File: config.mk
export PLATFORM = sky130hd
export DESIGN_NAME = uart_tx_cfg
export DESIGN_NICKNAME = d
export VERILOG_FILES = /design/src/rtl/uart_tx_cfg.sv
export SDC_FILE = /design/constraint.sdc
export NUM_CORES = 1
export LEC_CHECK = 0
export ABC_CLOCK_PERIOD_IN_PS = 4400
export CAP_MARGIN = 25
export CORE_MARGIN = 2
export CORE_UTILIZATION = 50
export DETAILED_ROUTE_END_ITERATION = 8
export GPL_ROUTABILITY_DRIVEN = 0
export HOLD_SLACK_MARGIN = 0.02
export PLACE_DENSITY_LB_ADDON = 0.08
export SYNTH_ARGS = -nofsm -noshare
export SYNTH_HDL_FRONTEND = slang
export SYNTH_SLANG_ARGS = --single-unit
export TNS_END_PERCENT = 5
File: constraint.sdc
create_clock -name i_clock -period 4.4 [get_ports i_clock]
set_clock_uncertainty 0.05 [all_clocks]
set_input_delay 0.88 -clock i_clock [delete_from_list [all_inputs] [get_ports i_clock]]
set_output_delay 0.88 -clock i_clock [all_outputs]
set_load 0.01 [all_outputs]
File: src/rtl/uart_tx_cfg.sv
// UART transmitter with run-time frame format: start, 1..NB_DATA data bits LSB first,
// optional even/odd parity, 1 or 2 stop bits; word and format are captured on accept.
module uart_tx_cfg #(
    parameter int NB_DATA    = 8,
    parameter int OVERSAMPLE = 16,
    parameter int NB_NBITS   = 4
) (
    input  logic                i_clock,
    input  logic                i_reset,
    input  logic                i_tick,
    input  logic [NB_DATA-1:0]  i_data,
    input  logic                i_data_valid,
    output logic                o_data_ready,
    input  logic [NB_NBITS-1:0] i_cfg_nbits,
    input  logic                i_cfg_parity_en,
    input  logic                i_cfg_parity_odd,
    input  logic                i_cfg_stop2,
    output logic                o_tx,
    output logic                o_busy,
    output logic                o_tx_done
);
    localparam int                  TW        = $clog2(OVERSAMPLE);
    localparam logic [TW-1:0]       TICK_LAST = TW'(OVERSAMPLE - 1);
    localparam logic [NB_NBITS-1:0] NBITS_MAX = NB_NBITS'(NB_DATA);

    typedef enum logic [2:0] {IDLE, START, DATA, PARITY, STOP} state_t;

    state_t              state, state_n;
    logic [TW-1:0]       tick_cnt, tick_cnt_n;
    logic [NB_NBITS-1:0] bit_cnt, bit_cnt_n;
    logic [NB_NBITS-1:0] nbits_q, nbits_n, nbits_eff;
    logic [NB_DATA-1:0]  shreg, shreg_n, shifted;
    logic                par_q, par_n, par_en_q, par_en_n, stop2_q, stop2_n;
    logic                tx_n, busy_n, ready_n, done_n;
    logic                par_calc;
    logic                accept, bit_end;

    assign accept  = i_data_valid && o_data_ready;
    assign bit_end = i_tick && (tick_cnt == TICK_LAST);
    assign shifted = shreg >> 1;

    // Parity is fixed at accept time over the bits that will actually be sent.
    always_comb begin
        nbits_eff = i_cfg_nbits;
        if (i_cfg_nbits == '0 || i_cfg_nbits > NBITS_MAX) nbits_eff = NBITS_MAX;
        par_calc = i_cfg_parity_odd;
        for (int i = 0; i < NB_DATA; i++) begin
            if (i < int'(nbits_eff)) par_calc = par_calc ^ i_data[i];
        end
    end

    always_comb begin
        state_n    = state;
        tick_cnt_n = tick_cnt;
        bit_cnt_n  = bit_cnt;
        nbits_n    = nbits_q;
        shreg_n    = shreg;
        par_n      = par_q;
        par_en_n   = par_en_q;
        stop2_n    = stop2_q;
        tx_n       = o_tx;
        busy_n     = o_busy;
        ready_n    = o_data_ready;
        done_n     = 1'b0;

        if (state != IDLE && i_tick) tick_cnt_n = bit_end ? '0 : tick_cnt + 1'b1;

        case (state)
            IDLE: begin
                if (accept) begin
                    state_n    = START;
                    tick_cnt_n = '0;
                    bit_cnt_n  = '0;
                    nbits_n    = nbits_eff;
                    shreg_n    = i_data;
                    par_n      = par_calc;
                    par_en_n   = i_cfg_parity_en;
                    stop2_n    = i_cfg_stop2;
                    tx_n       = 1'b0;
                    busy_n     = 1'b1;
                    ready_n    = 1'b0;
                end
            end
            START: begin
                if (bit_end) begin
                    state_n   = DATA;
                    bit_cnt_n = '0;
                    tx_n      = shreg[0];
                end
            end
            DATA: begin
                if (bit_end) begin
                    if (bit_cnt == nbits_q - 1'b1) begin
                        bit_cnt_n = '0;
                        if (par_en_q) begin
                            state_n = PARITY;
                            tx_n    = par_q;
                        end else begin
                            state_n = STOP;
                            tx_n    = 1'b1;
                        end
                    end else begin
                        bit_cnt_n = bit_cnt + 1'b1;
                        shreg_n   = shifted;
                        tx_n      = shifted[0];
                    end
                end
            end
            PARITY: begin
                if (bit_end) begin
                    state_n   = STOP;
                    bit_cnt_n = '0;
                    tx_n      = 1'b1;
                end
            end
            STOP: begin
                // bit_cnt doubles as the stop-bit counter
                if (bit_end) begin
                    if (stop2_q && bit_cnt == '0) begin
                        bit_cnt_n = NB_NBITS'(1);
                    end else begin
                        state_n   = IDLE;
                        bit_cnt_n = '0;
                        done_n    = 1'b1;
                        busy_n    = 1'b0;
                        ready_n   = 1'b1;
                    end
                end
            end
            default: state_n = IDLE;
        endcase
    end

    always_ff @(posedge i_clock) begin
        if (i_reset) begin
            state        <= IDLE;
            tick_cnt     <= '0;
            bit_cnt      <= '0;
            nbits_q      <= '0;
            shreg        <= '0;
            par_q        <= 1'b0;
            par_en_q     <= 1'b0;
            stop2_q      <= 1'b0;
            o_tx         <= 1'b1;
            o_busy       <= 1'b0;
            o_data_ready <= 1'b1;
            o_tx_done    <= 1'b0;
        end else begin
            state        <= state_n;
            tick_cnt     <= tick_cnt_n;
            bit_cnt      <= bit_cnt_n;
            nbits_q      <= nbits_n;
            shreg        <= shreg_n;
            par_q        <= par_n;
            par_en_q     <= par_en_n;
            stop2_q      <= stop2_n;
            o_tx         <= tx_n;
            o_busy       <= busy_n;
            o_data_ready <= ready_n;
            o_tx_done    <= done_n;
        end
    end
endmodule

==> results.yml, run 1 <==
floorplan:
  start_util_pct: 52.01
  die_h_um: 62.92
  rows: 21
  core_area_um2: 3337
  io_pins: 23
  die_w_um: 62.92
  fp.dieArea_um2: 3958
cells_and_area:
  final_cells: 274
  drive_gt1_share_pct: 7.018
  finalNetCount: 252
  layout_commonest_cell: "dfxtp_1"
  n_antenna_cell: 0
  area_growth_syn_to_layout_pct: 16.94
  mostFrequentLayoutCells: "dfxtp_1 (30), nor2_1 (29), clkdlybuf4s50_1 (22)"
global_routing:
  grt_overflow: 0
  grt_max_degree: 19
  grt_first_pass_wirelength_um: 6644
  grt_pass1_vias: 1556
  grtUsageTotal_pct: 21.21
  grt_antenna_before_repair: 0
setup_path:
  cp_num_buf_inv: 1
  crit_path_max_incr_delay_ns: 0.49
  crit_end: "bit_cnt[1]"
  critical_path_cell_count: 7
  regToRegEndpoint: "shreg[5]"
  cp_top_family: "simple AND/OR/NAND/NOR gates"
  r2r-start: "state[2]"
  setup.worst_path.class: "input pin to register"
  cp_max_fo: 10
  startpoint_type: "input pin"
  crit_path_cell_trace: "clkdlybuf4s50_1, nand4_1, o21ai_0, a2bb2oi_1, nor3b_1, a21oi_1, nor2_1"
  cp_slowest_cell: "clkdlybuf4s50_1"
  worstSetupStartpoint: "i_tick"
  ff2ff_path_depth: 6
  required_ns: 4.61
  setup.worst_path.end_class: "register"
  r2r_slack_ns: 2.02
  arrival_ns: 2.88
synth:
  synth_area_um2: 1735
  synth.area.top_cells: "dfxtp_1 (35%), nor2_1 (6.3%), mux2i_1 (5.2%)"
  ys_seq_elements: 30
  syn_inst: 207
  synth_edf_count: 0
  synth_seq_area_share_pct: 34.61
  ys_types: 49
  async_flop_share_pct: 0
  synth_top_area_share_pct: 34.61
  yosys_warnings: 0
  avgSynthCellArea_um2: 8.384
  yosysTopAreaCell: "dfxtp_1"
  synth_nets: 230
  synth_flop_cell: "dfxtp_1"
job:
  cap_violations: 0
clock_tree:
  cts_resized: 0
  cts_buffers: 5
  h-tree-depth: 2
  cts-root-buf: "clkbuf_4"
  cts_tree: "built"
  clock_path_buffers: 2
  cts.clk_slew.worst_paths_ns: 0.08
  holdBufCountCts: 0
  post_cts_buffers: 0
  cts.sinks: 30
  clk_latency_ns: 0.33
min_path:
  hp-start: "stop2_q"
  min_path_type: "register to register"
sta:
  fin_ws_ns: 1.734
  drv_slew: 0
  worst_pin_slew_ns: 0.8806
  timing.final.crit_share_pct: 60.60
  min_period_ns: 2.666
  max_freq_mhz: 375.0
  setup_violations: 0
  slew_headroom_pct: 41.08
  rsz0062_at_grt: "no"
  finalHoldViolCount: 0
  fin_setup_tns_ns: 0
route:
  drt-vias-per-instance: 5.715
  route.detailed.drc: 0
  drtIter0Drc: 130
  routedWlPerCell_um: 13.39
  first_pass_iters: 4
  ant_nets: 0
  via_count: 1566
  wl_um: 3670
power_and_ir_drop:
  ir_worst_vdd_uv: 191.4
  leakage_nw: 0.7233
  p_per_area_nw_per_um2: 311.7
placement:
  place_hpwl_um: 2743
  placed_cells: 268
  place_ws_ns: 1.449
  portBuffers: 22
status:
  outcome: "finished clean"
[per-layer routing]
| layer | track usage [%] | part of all wire, % | vias to the layer above |
|---|---|---|---|
| li1 | - | - | 776 |
| met3 | 6.486 | 4.2 | 7 |
| met4 | 8.056 | 2.0 | 0 |
| met1 | 23.30 | 43 | 752 |
| met2 | 37.90 | 50 | 31 |
| met5 | 0 | 0 | - |
[registers in the layout, indices dropped and copies added (netlist names), 3 cells and up]
signal / flops
bit_cnt: 4
nbits_q: 4
shreg: 8
state: 3
tick_cnt: 4
[cell families (layout without fill, tap and decap cells)]
kind of cell               Yosys count  after routing  synth area share (%)
AOI/OAI and AO/OA                   48             48                 20.40
xor gates and xnor gates            15             15                 8.363
adders and majority gates            4              4                 2.884
buffers and inverters               17             38                 4.397
DFF                                 30             30                 34.61
muxes                                9              9                 5.191
and+or+nand+nor                     84             84                 24.15
[cell usage after synthesis (3+ instances only)]
cell	n
a211oi_1	9
a21oi_1	15
mux2i_1	9
inv_1	9
ha_1	4
nand3b_1	5
nor2_1	29
xnor2_1	9
xor2_1	5
nand2_1	20
dfxtp_1	30
clkbuf_1	4
nor3_1	7
nand3_1	3
o21ai_0	7
[through the flow]
step / utilization [%] / area, um^2 / hold WS [ns] / power [mW]
CTS: 60.82 / 2029 / 0.4153 / 0.6400
floorplan: - / 1735 / 0.3820 / 0.4307
global route: 60.82 / 2029 / 0.4413 / 0.6733
detailed placement: 59.28 / 1978 / 0.4028 / 0.4786
finish: 60.82 / 2029 / 0.4150 / 0.6327
global placement: 59.28 / 1978 / 0.3952 / 0.4723
[worst reg2reg max path, cell delays in order, from the launching register on]
cell      delay [ns]
dfxtp_1         0.43
nor2_1          0.19
and2_1          0.60
o31ai_4         0.27
a22oi_4         0.42
nor2_1          0.08
a211oi_1        0.24
[worst min path at each step]
| stage | end | slack (ns) | depth (start not counted) |
|---|---|---|---|
| CTS | stop2_q | 0.42 | 2 |
| detailed placement | stop2_q | 0.40 | 2 |
| global route | stop2_q | 0.44 | 2 |
| finish | stop2_q | 0.41 | 2 |
| floorplan | stop2_q | 0.38 | 2 |
| global placement | stop2_q | 0.40 | 2 |
[final cells by class]
| type | instances | area [um^2] |
|---|---|---|
| multi-input cells | 160 | 1059 |
| flip-flops and latches | 30 | 600.6 |
| repair buffers | 23 | 227.7 |
| fillers | 320 | 1308 |
| clock buffers | 6 | 51.30 |
| well taps | 46 | 57.56 |
| inverters | 9 | 33.78 |
[where the power goes]
| group | total, mW | switching (mW) | internal [mW] |
|---|---|---|---|
| clock | 0.160 | 0.0884 | 0.0718 |
| combinational | 0.161 | 0.0823 | 0.0787 |
| sequential | 0.312 | 0.0182 | 0.293 |
| total | 0.633 | 0.189 | 0.444 |
(Power assumes the default switching activity.)
==> run 2: changes to the inputs <==
--- a/config.mk
+++ b/config.mk
@@ -5,7 +5,7 @@
 export SDC_FILE = /design/constraint.sdc
 export NUM_CORES = 1
 export LEC_CHECK = 0
-export ABC_CLOCK_PERIOD_IN_PS = 4400
+export ABC_CLOCK_PERIOD_IN_PS = 2800
 export CAP_MARGIN = 25
 export CORE_MARGIN = 2
 export CORE_UTILIZATION = 50
==> constraint.sdc (replaced) <==
create_clock -name i_clock -period 2.8 [get_ports i_clock]
set_clock_uncertainty 0.05 [all_clocks]
set_input_delay 0.56 -clock i_clock [delete_from_list [all_inputs] [get_ports i_clock]]
set_output_delay 0.56 -clock i_clock [all_outputs]
set_load 0.01 [all_outputs]
==> results.yml, run 2 (same netlist as run 1, synthesis figures left out) <==
status:
  outcome: "finished clean"
setup_path:
  setup.worst_path.class: "register to register"
  setup.worst_path.end_class: "register"
  ff2ff_path_depth: 6
  cp_slowest_cell: "and2_1"
  crit_path_cell_trace: "nor2_1, and2_1, o31ai_4, a22oi_4, nor2_1, a211oi_1"
  crit_top_cell: "nor2_1"
  critical_path_cell_count: 6
  startpoint_type: "register"
  worstSetupStartpoint: "state[2]"
  cp_top_family: "compound AO/OA/AOI/OAI gates"
  r2r-start: "state[2]"
  arrival_ns: 2.51
  required_ns: 3.00
  cp_max_fo: 15
  crit_path_max_incr_delay_ns: 0.58
  cp_num_buf_inv: 0
clock_tree:
  post_cts_buffers: 0
  cts_tree: "built"
  h-tree-depth: 2
  cts_buffers: 5
  cts.clk_slew.worst_paths_ns: 0.10
  clock_path_buffers: 2
  cts-root-buf: "clkbuf_4"
  cts_resized: 0
  cts.sinks: 30
  holdBufCountCts: 0
  clk_latency_ns: 0.33
sta:
  timing.final.crit_share_pct: 82.26
  drv_slew: 0
  min_period_ns: 2.303
  max_freq_mhz: 434.2
  rsz0062_at_grt: "no"
  slew_headroom_pct: 56.24
  fin_ws_ns: 0.4968
  whs_ns: 0.4096
  finalHoldViolCount: 0
  setup_violations: 0
  worst_pin_slew_ns: 0.6564
  fin_setup_tns_ns: 0
route:
  ant_nets: 0
  first_pass_iters: 4
  drtIter0Drc: 97
  drt-vias-per-instance: 5.568
  route.detailed.drc: 0
  routedWlPerCell_um: 13.24
  wl_um: 3681
  via_count: 1548
min_path:
  min_path_type: "register to register"
  hold_depth: 2
  hp-start: "stop2_q"
floorplan:
  die_h_um: 62.92
  die_w_um: 62.92
  core_area_um2: 3337
  rows: 21
  fp.dieArea_um2: 3958
  io_pins: 23
  start_util_pct: 52.01
power_and_ir_drop:
  p_switching_mw: 0.3094
  swShare_pct: 30.40
  p_int_mw: 0.7084
  power_frac_clock_pct: 26.9
  combPwrFrac_pct: 24.9
  leakage_nw: 0.7377
  p_per_area_nw_per_um2: 495.7
  ir_worst_vdd_uv: 278.5
  seqPwrFrac_pct: 48.2
placement:
  place_hpwl_um: 2784
  place_ws_ns: 0.3690
  dpl-instance-area_um2: 1993
  portBuffers: 22
cells_and_area:
  mostFrequentLayoutCells: "dfxtp_1 (30), nor2_1 (29), clkdlybuf4s50_1 (22)"
  drive_gt1_share_pct: 8.190
  layout_commonest_cell: "dfxtp_1"
  n_antenna_cell: 0
  regMostFlops: "shreg"
  fillers: 330
  final_cell_area_um2: 2053
  largest_reg_flops: 8
  area_growth_syn_to_layout_pct: 18.31
  finalNetCount: 254
global_routing:
  grt_first_pass_wirelength_um: 6327
  grt_max_degree: 17
  grt_overflow: 0
  grtUsageTotal_pct: 20.17
  grt_antenna_before_repair: 0
  grt_pass1_vias: 1423
job:
  cap_violations: 0
## run 2: cell count changes in the layout (fill, tap and decap cells not counted), sizes merged
cell / change
clkinv: +1
buf: +2
clkbuf: +1
## run 2: tightest hold or removal path: stages, from the launching register on
cell and delay, ns:
dfxtp_1 0.32, nand2_1 0.05, a21oi_1 0.05
## run 2: path summary, 6_finish.rpt
check / endpoint / slack (ns)
worst min register to register: stop2_q / 0.41
worst max register to register: shreg[4] / 0.50
worst max-delay path: shreg[4] / 0.50
worst min-delay path: stop2_q / 0.41
## run 2: layer usage
layer / routed length, um / global-route usage (%)
met5: 0 / 0
met3: 198 / 5.946
met1: 1661 / 24.50
met4: 56 / 7.500
met2: 1764 / 33.51
## run 2: layout make-up
class | instances | area, um^2 | area share [%]
Clock inverter | 1 | 5.005 | 0.2438
Multi-Input combinational cell | 160 | 1059 | 51.55
Inverter | 9 | 33.78 | 1.645
Tap cell | 46 | 57.56 | 2.803
Sequential cell | 30 | 600.6 | 29.25
Timing Repair Buffer | 25 | 242.7 | 11.82
Clock buffer | 7 | 55.05 | 2.681
## run 2: power groups by stage
| stage | logic [mW] | registers [mW] | clock network [mW] |
|---|---|---|---|
| 6_report | 0.254 | 0.490 | 0.274 |
| 5_1_grt | 0.281 | 0.495 | 0.301 |
| 4_1_cts | 0.254 | 0.490 | 0.281 |
| 3_5_place_dp | 0.253 | 0.500 | 0 |
| 3_3_place_gp | 0.246 | 0.498 | 0 |
| 2_1_floorplan | 0.183 | 0.493 | 0 |
## run 2: per-stage QoR
stage	total power [mW]	instances	util [%]
after floorplan	0.6767	207	-
after detailed placement	0.7525	270	59.73
final	1.018	278	61.53
after CTS	1.025	278	61.53
after global placement	0.7449	270	59.73
after global routing	1.078	278	61.53
==> run 3: changes to the inputs <==
--- a/config.mk
+++ b/config.mk
@@ -5,10 +5,10 @@
 export SDC_FILE = /design/constraint.sdc
 export NUM_CORES = 1
 export LEC_CHECK = 0
-export ABC_CLOCK_PERIOD_IN_PS = 2800
+export ABC_CLOCK_PERIOD_IN_PS = 1900
 export CAP_MARGIN = 25
 export CORE_MARGIN = 2
-export CORE_UTILIZATION = 50
+export CORE_UTILIZATION = 49
 export DETAILED_ROUTE_END_ITERATION = 8
 export GPL_ROUTABILITY_DRIVEN = 0
 export HOLD_SLACK_MARGIN = 0.02
==> constraint.sdc (replaced) <==
create_clock -name i_clock -period 1.9 [get_ports i_clock]
set_clock_uncertainty 0.05 [all_clocks]
set_input_delay 0.38 -clock i_clock [delete_from_list [all_inputs] [get_ports i_clock]]
set_output_delay 0.38 -clock i_clock [all_outputs]
set_load 0.01 [all_outputs]
==> results.yml, run 3 (same netlist as run 1, synthesis figures left out) <==
status:
  outcome: "finished clean"
floorplan:
  die_w_um: 63.51
  rows: 21
  fp.dieArea_um2: 4034
  start_util_pct: 51.60
  core_area_um2: 3363
  io_pins: 23
  die_h_um: 63.51
setup_path:
  required_ns: 2.09
  worstSetupStartpoint: "nbits_q[0]"
  setup.worst_path.class: "register to register"
  r2r_slack_ns: 0.005
  setup.worst_path.end_class: "register"
  crit_end: "bit_cnt[3]"
  arrival_ns: 2.08
  startpoint_type: "register"
  ff2ff_path_depth: 9
  cp_max_fo: 4
  regToRegEndpoint: "bit_cnt[3]"
  r2r-start: "nbits_q[0]"
route:
  route.detailed.drc: 0
  via_count: 1666
  routedWlPerCell_um: 14.56
  ant_nets: 0
  first_pass_iters: 4
  drtIter0Drc: 76
  drt-vias-per-instance: 5.462
  wl_um: 4440
global_routing:
  grt_overflow: 0
  grt_first_pass_wirelength_um: 7024
  grt_pass1_vias: 1596
  grt_max_degree: 17
  grt_antenna_before_repair: 0
  grtUsageTotal_pct: 22.59
clock_tree:
  cts.clk_slew.worst_paths_ns: 0.10
  clock_path_buffers: 2
  cts.sinks: 30
  h-tree-depth: 2
  clk_latency_ns: 0.34
  cts-root-buf: "clkbuf_4"
  cts_tree: "built"
  cts_buffers: 5
sta:
  fin_ws_ns: 0.005216
  drv_slew: 0
  timing.final.crit_share_pct: 99.73
  setup_violations: 0
  max_freq_mhz: 527.8
  min_period_ns: 1.895
  fin_setup_tns_ns: 0
  finalHoldViolCount: 0
  rsz0062_at_grt: "yes"
  slew_headroom_pct: 71.17
  worst_pin_slew_ns: 0.4324
placement:
  dpl-instance-area_um2: 2201
  place_ws_ns: -0.2943
  place_hpwl_um: 3133
  portBuffers: 22
cells_and_area:
  finalNetCount: 281
  utilization_pct: 71.06
  largest_reg_flops: 8
  regMostFlops: "shreg"
  final_cell_area_um2: 2390
  area_growth_syn_to_layout_pct: 37.71
  n_antenna_cell: 0
  drive_gt1_share_pct: 27.03
  mostFrequentLayoutCells: "dfxtp_1 (27), buf_4 (27), nor2_1 (26)"
min_path:
  hold_depth: 3
  min_path_type: "input pin to register"
job:
  cap_violations: 0
power_and_ir_drop:
  leakage_nw: 0.9224
  p_per_area_nw_per_um2: 678.0
  ir_worst_vdd_uv: 360.7
  p_total_mw: 1.620
[run 3: worst min path at each step]
stage,end,start,slack (ns)
2_1_floorplan,stop2_q,stop2_q,0.38
3_3_place_gp,stop2_q,stop2_q,0.40
3_5_place_dp,stop2_q,stop2_q,0.42
4_1_cts,stop2_q,stop2_q,0.43
5_1_grt,nbits_q[0],i_cfg_nbits[0],0.35
6_report,nbits_q[0],i_cfg_nbits[0],0.36
[run 3: repair_timing]
action,4_1_cts,5_1_grt
setup buffers,2,1
pin swaps,4,7
hold buffers,0,0
resized for setup,6,21
cloned,1,0
setup endpoints to repair,9,17
[run 3: stage by stage]
step	instances	hold slack [ns]
finish	305	0.3559
global route	305	0.3525
CTS	304	0.4304
detailed placement	294	0.4159
global placement	294	0.3978
floorplan	207	0.3820
[run 3: critical path, cell delays in order (launching register included)]
cell and delay [ns]:
dfxtp_2 0.35, inv_2 0.04, ha_4 0.25, xor2_1 0.14
nand2_1 0.12, o31ai_4 0.31, buf_6 0.16, and2b_1 0.18
o21ai_1 0.12, a21oi_1 0.08
[run 3: layer usage]
metal / global-route usage (%) / vias up / wire length [um]
met5: 0 / - / 0
met4: 8.152 / 0 / 68
met3: 6.071 / 5 / 173
met2: 38.95 / 38 / 2224
met1: 26.75 / 785 / 1974
li1: - / 838 / -
[run 3: layout make-up]
type,instances,area (um^2)
Clock buffer,6,51.30
Clock inverter,2,12.51
Fill cell,283,973.4
Inverter,9,33.78
Multi-Input combinational cell,161,1180
Sequential cell,30,604.3
Tap cell,46,57.56
Timing Repair Buffer,51,450.4
[run 3: report_power, final]
| group | internal [mW] | total (mW) | switching, mW | leakage [nW] |
|---|---|---|---|---|
| Combinational | 0.245 | 0.477 | 0.232 | 0.641 |
| Sequential | 0.680 | 0.725 | 0.0447 | 0.247 |
| Clock | 0.178 | 0.418 | 0.241 | 0.0343 |
